File: src/rtl/uart_tx_arb.sv
// Round-robin arbiter that shares one UART byte transmitter among N_REQ sources.
// It grants one requester, latches its byte, starts the transmitter and waits for done plus an optional guard gap.
module uart_tx_arb #(
    parameter  int N_REQ   = 4,
    parameter  int GAP_CYC = 0,
    localparam int SW      = $clog2(N_REQ)
) (
    input  logic               I_CLK,
    input  logic               I_RSTF,
    input  logic [N_REQ-1:0]   I_REQ,
    input  logic [8*N_REQ-1:0] I_DATA,
    output logic [N_REQ-1:0]   O_GNT,
    output logic               O_TX_START,
    output logic [7:0]         O_TX_DATA,
    input  logic               I_TX_DONE,
    output logic [SW-1:0]      O_SRC,
    output logic               O_DONE,
    output logic               O_BUSY
);

    typedef enum logic [1:0] {
        IDLE,
        WAIT,
        GAP
    } state_e;

    state_e             state_q, state_d;
    logic [SW-1:0]      ptr_q, ptr_d;
    logic [7:0]         gap_q, gap_d;
    logic [N_REQ-1:0]   gnt_q, gnt_d;
    logic               start_q, start_d;
    logic [7:0]         data_q, data_d;
    logic [SW-1:0]      src_q, src_d;
    logic               done_q, done_d;

    logic               found;
    logic [SW-1:0]      win;

    // Winner is the first set request scanning upward from ptr with wraparound.
    always_comb begin
        int j;
        found = 1'b0;
        win   = '0;
        for (int k = 0; k < N_REQ; k++) begin
            j = int'(ptr_q) + k;
            if (j >= N_REQ) j = j - N_REQ;
            if (!found && I_REQ[SW'(j)]) begin
                found = 1'b1;
                win   = SW'(j);
            end
        end
    end

    // NOTE: every signal gets a default before the case so no path can leave it unassigned (no latches).
    always_comb begin
        state_d = state_q;
        ptr_d   = ptr_q;
        gap_d   = gap_q;
        gnt_d   = '0;
        start_d = 1'b0;
        data_d  = data_q;
        src_d   = src_q;
        done_d  = 1'b0;
        case (state_q)
            IDLE: begin
                if (found) begin
                    data_d       = I_DATA[{win, 3'b000} +: 8];
                    src_d        = win;
                    gnt_d[win]   = 1'b1;
                    start_d      = 1'b1;
                    ptr_d        = (win == SW'(N_REQ - 1)) ? '0 : win + SW'(1);
                    state_d      = WAIT;
                end
            end
            WAIT: begin
                // A done coinciding with our own start pulse cannot belong to this frame.
                if (I_TX_DONE && !start_q) begin
                    done_d = 1'b1;
                    if (GAP_CYC == 0) begin
                        state_d = IDLE;
                    end else begin
                        gap_d   = 8'(GAP_CYC - 1);
                        state_d = GAP;
                    end
                end
            end
            GAP: begin
                if (gap_q == 8'd0) state_d = IDLE;
                else               gap_d   = gap_q - 8'd1;
            end
            default: state_d = IDLE;
        endcase
    end

    // NOTE: state registers use non-blocking assignments so all flops update from the same pre-edge values.
    always_ff @(posedge I_CLK) begin
        if (!I_RSTF) begin
            state_q <= IDLE;
            ptr_q   <= '0;
            gap_q   <= 8'd0;
            gnt_q   <= '0;
            start_q <= 1'b0;
            data_q  <= 8'h00;
            src_q   <= '0;
            done_q  <= 1'b0;
        end else begin
            state_q <= state_d;
            ptr_q   <= ptr_d;
            gap_q   <= gap_d;
            gnt_q   <= gnt_d;
            start_q <= start_d;
            data_q  <= data_d;
            src_q   <= src_d;
            done_q  <= done_d;
        end
    end

    assign O_GNT      = gnt_q;
    assign O_TX_START = start_q;
    assign O_TX_DATA  = data_q;
    assign O_SRC      = src_q;
    assign O_DONE     = done_q;
    assign O_BUSY     = (state_q != IDLE);

endmodule

File: config.mk
export PLATFORM = sky130hd
export DESIGN_NAME = uart_tx_arb
export DESIGN_NICKNAME = d
export VERILOG_FILES = /design/src/rtl/uart_tx_arb.sv
export SDC_FILE = /design/constraint.sdc
export NUM_CORES = 1
export LEC_CHECK = 0
export ABC_AREA = 1
export BUFFER_PORTS_ARGS = -buffer_cell sky130_fd_sc_hd__buf_2
export CAP_MARGIN = 20
export CORE_MARGIN = 1.5
export CORE_UTILIZATION = 31
export CTS_CLUSTER_DIAMETER = 50
export DETAILED_ROUTE_END_ITERATION = 12
export SLEW_MARGIN = 25
export SYNTH_ARGS = -nofsm -noshare
export SYNTH_HDL_FRONTEND = slang
export SYNTH_SLANG_ARGS = --single-unit
File: constraint.sdc
create_clock -name I_CLK -period 2.5 [get_ports I_CLK]
set_input_delay 0.25 -clock I_CLK [delete_from_list [all_inputs] [get_ports I_CLK]]
set_output_delay 0.25 -clock I_CLK [all_outputs]
set_load 0.05 [all_outputs]
==> results.sh <==
export IMPL_die_w_um=68.4
export IMPL_max_clock_freq_ghz=0.452
export IMPL_antenna_found_initial=0
export IMPL_cts_sinks=19
export IMPL_placed_area_mm2=0.00162
export IMPL_hold_path_end="O_DONE"
export IMPL_globalRouteOverflowTotal=0
export IMPL_grt_pass1_wl_mm=5.38
export IMPL_post_drt_wl_per_cell_um=10.4
export IMPL_track_usage_pct=15.0
export IMPL_required_ns=2.64
export IMPL_max_cap_viol_count=0
export IMPL_finalSetupTns_ns=0
export IMPL_grt_setup_unrepaired="no"
export IMPL_worstHoldStart="I_TX_DONE"
export IMPL_ys_warn_count=0
export IMPL_reg2reg_from="ptr_q[1]"
export IMPL_worstPathMaxFanout=19
export IMPL_reg2reg_to="ptr_q[1]"
export IMPL_core_mm2=0.00406
export IMPL_drc=0
export IMPL_synth_top_area_cell="nand2_1"
export IMPL_power_leakage_nw=1.02
export IMPL_synth_fp_nets=263
export IMPL_vias=1421
export IMPL_synth_cell_types=20
export IMPL_clock_skew_ns=0.00140
export IMPL_final_hold_viol_count=0
export IMPL_ys_seq_area_share_pct=28.7
export IMPL_final_util_pct=41.2
export IMPL_io_pins=56
export IMPL_grt_max_degree=20
export IMPL_cts_hold_buf=0
export IMPL_synth_edff_count=0
export IMPL_worst_setup_path_type="reg -> reg"
export IMPL_fin_area_mm2=0.00167
export IMPL_place_congestion=0.782
export IMPL_postSynthCellCount=220
export IMPL_ys_ff_latch=19
export IMPL_vias_per_cell=4.37
export IMPL_hpwl_mm=2.61
export IMPL_die_h_um=68.4
export IMPL_io_buffers=55
export IMPL_clkTransAtPathRegs_ns=0.07
export IMPL_post_cts_buffers=0
export IMPL_slew_violations=0
export IMPL_cts_resized=0
export IMPL_tritoncts="yes"
export IMPL_clk_insertion_delay_late_ns=0.26
export IMPL_syn_area_per_cell_um2=6.03
export IMPL_setup_slack_ns=0.286
export IMPL_grt_pass1_vias=1264
export IMPL_crit_path_start_kind="flop"
export IMPL_drt_initial_drc_count=43
export IMPL_ff2ff_path_depth=12
export IMPL_peakVddDrop_mv=0.451
export IMPL_final_net_count=319
export IMPL_diodes=0
export IMPL_start_util_pct=32.7
export IMPL_dp_slack_ns=0.290
export IMPL_async_flop_share_pct=0
export IMPL_ff2ff_setup_slack_ns=0.29
export IMPL_syn2layout_area_growth_pct=25.8
export IMPL_period_needed_ns=2.21
export IMPL_tightest_slew_ns=0.292
export IMPL_synth_top_cell_area_share_pct=33.1
export IMPL_htreeDepth=1
export IMPL_outcome="finished, final reports clean"
export IMPL_synthFlopType="dfxtp_1"
export IMPL_mappedNetlistArea_mm2=0.00133
export IMPL_whs_path_depth=3
export IMPL_rows=23
export IMPL_hold_path_class="in -> reg"
export IMPL_final_setup_viol_count=0
export IMPL_root_buffer="clkbuf_8"
export IMPL_cp_arrival_ns=2.36
export IMPL_fin_crit_sh_pct=88.6
export IMPL_drive_gt1_share_pct=30.5
export IMPL_yosys_top_cells_area="nand2_1 33%, dfxtp_1 29%, nand3_1 5.7%, inv_1 4.2%, ha_1 3.8%"
export IMPL_ctsLongestPathBuffers=2
export IMPL_firstDrtPassIters=4
export IMPL_dieArea_mm2=0.00468
export IMPL_end_kind="flop"
export IMPL_cts_buffers_inserted=3
export IMPL_postRouteWirelength_mm=3.38
export IMPL_power_density_mw_per_mm2=1500
export IMPL_maxSlewHeadroom_pct=80.5
export IMPL_antenna_left=0
power breakdown:
part	internal, mW	switching, mW	leakage [nW]	total [mW]
combinational	0.501	1.31	0.833	1.81
clock	0.111	0.105	0.0255	0.216
sequential	0.417	0.0610	0.157	0.478
total	1.03	1.47	1.02	2.50
stage by stage:
step	hold WS, ns	instances	power [mW]
floorplan	0.383	220	2.01
global placement	0.447	321	2.30
detailed placement	0.446	321	2.30
CTS	0.232	325	2.53
global route	0.256	325	2.77
finish	0.236	325	2.50
routing by layer:
| layer | wire (um) | share of wire (%) | global-route usage [%] |
|---|---|---|---|
| met4 | 19 | 0.56 | 1.50 |
| met1 | 1640 | 49 | 21.5 |
| met2 | 1490 | 44 | 23.8 |
| met3 | 221 | 6.5 | 2.80 |
| met5 | 0 | 0 | 0 |
worst max-delay path, cell delays in order, from the launching register on:
cell and delay [ns]:
dfxtp_1 0.45, inv_2 0.10, nand2_1 0.08, nand2_2 0.09
nand2_2 0.08, nand2_2 0.06, nor2_4 0.13, nand3_4 0.16
nand3_4 0.24, inv_2 0.16, ha_1 0.31, o21ai_0 0.17
a21oi_1 0.06
worst max path at each step:
stage	slack [ns]	to	cells past startpoint	from
floorplan	0.60	ptr_q[1]	12	ptr_q[0]
CTS	0.27	ptr_q[1]	11	ptr_q[0]
global placement	0.34	ptr_q[1]	12	ptr_q[1]
finish	0.29	ptr_q[1]	12	ptr_q[1]
detailed placement	0.29	ptr_q[1]	12	ptr_q[0]
global route	0.07	ptr_q[1]	12	ptr_q[0]
area by class of cell:
type	count	area, um^2
clock buffers	3	41.3
clock inverters	1	5.00
fillers	452	2390
inverters	22	82.6
multi-input cells	174	816
flip-flops and latches	19	380
well taps	50	62.6
repair buffers	56	283
sequential cells by signal, summed over array words and instances (netlist names):
name        flops
ptr_q           2
O_TX_DATA       8
state_q         1
O_DONE          1
O_SRC           2
O_TX_START      1
O_GNT           4
synth_stat cells, types with 2 or more instances:
library cell  instances
nor2_2                2
nand2_2               8
inv_1                15
nand2_1             117
nand3_4               2
a21oi_1               3
ha_1                  4
inv_2                 7
buf_4                 2
nand3_1              15
nand3_2               3
nor2_1               10
buf_6                 3
o21ai_0               5
dfxtp_1              19
layout by cell type, fill, tap and decap left out, drive strengths merged:
cell	n
nor4	1
buf	56
a21oi	4
nand3	20
o211ai	1
o21ai	6
ha	4
nor2	13
inv	22
clkinv	1
nand2	125
dfxtp	19
clkbuf	3
kinds of logic after synthesis:
logic type / after synthesis / share of synthesized area [%]
adder cells (fa/ha/maj): 4 / 3.77
AO/OA/AOI/OAI: 11 / 5.18
buffers and inverters: 27 / 9.90
AND/OR/NAND/NOR: 159 / 52.5
flip-flops: 19 / 28.7
Power figures use the tool's default switching activity.
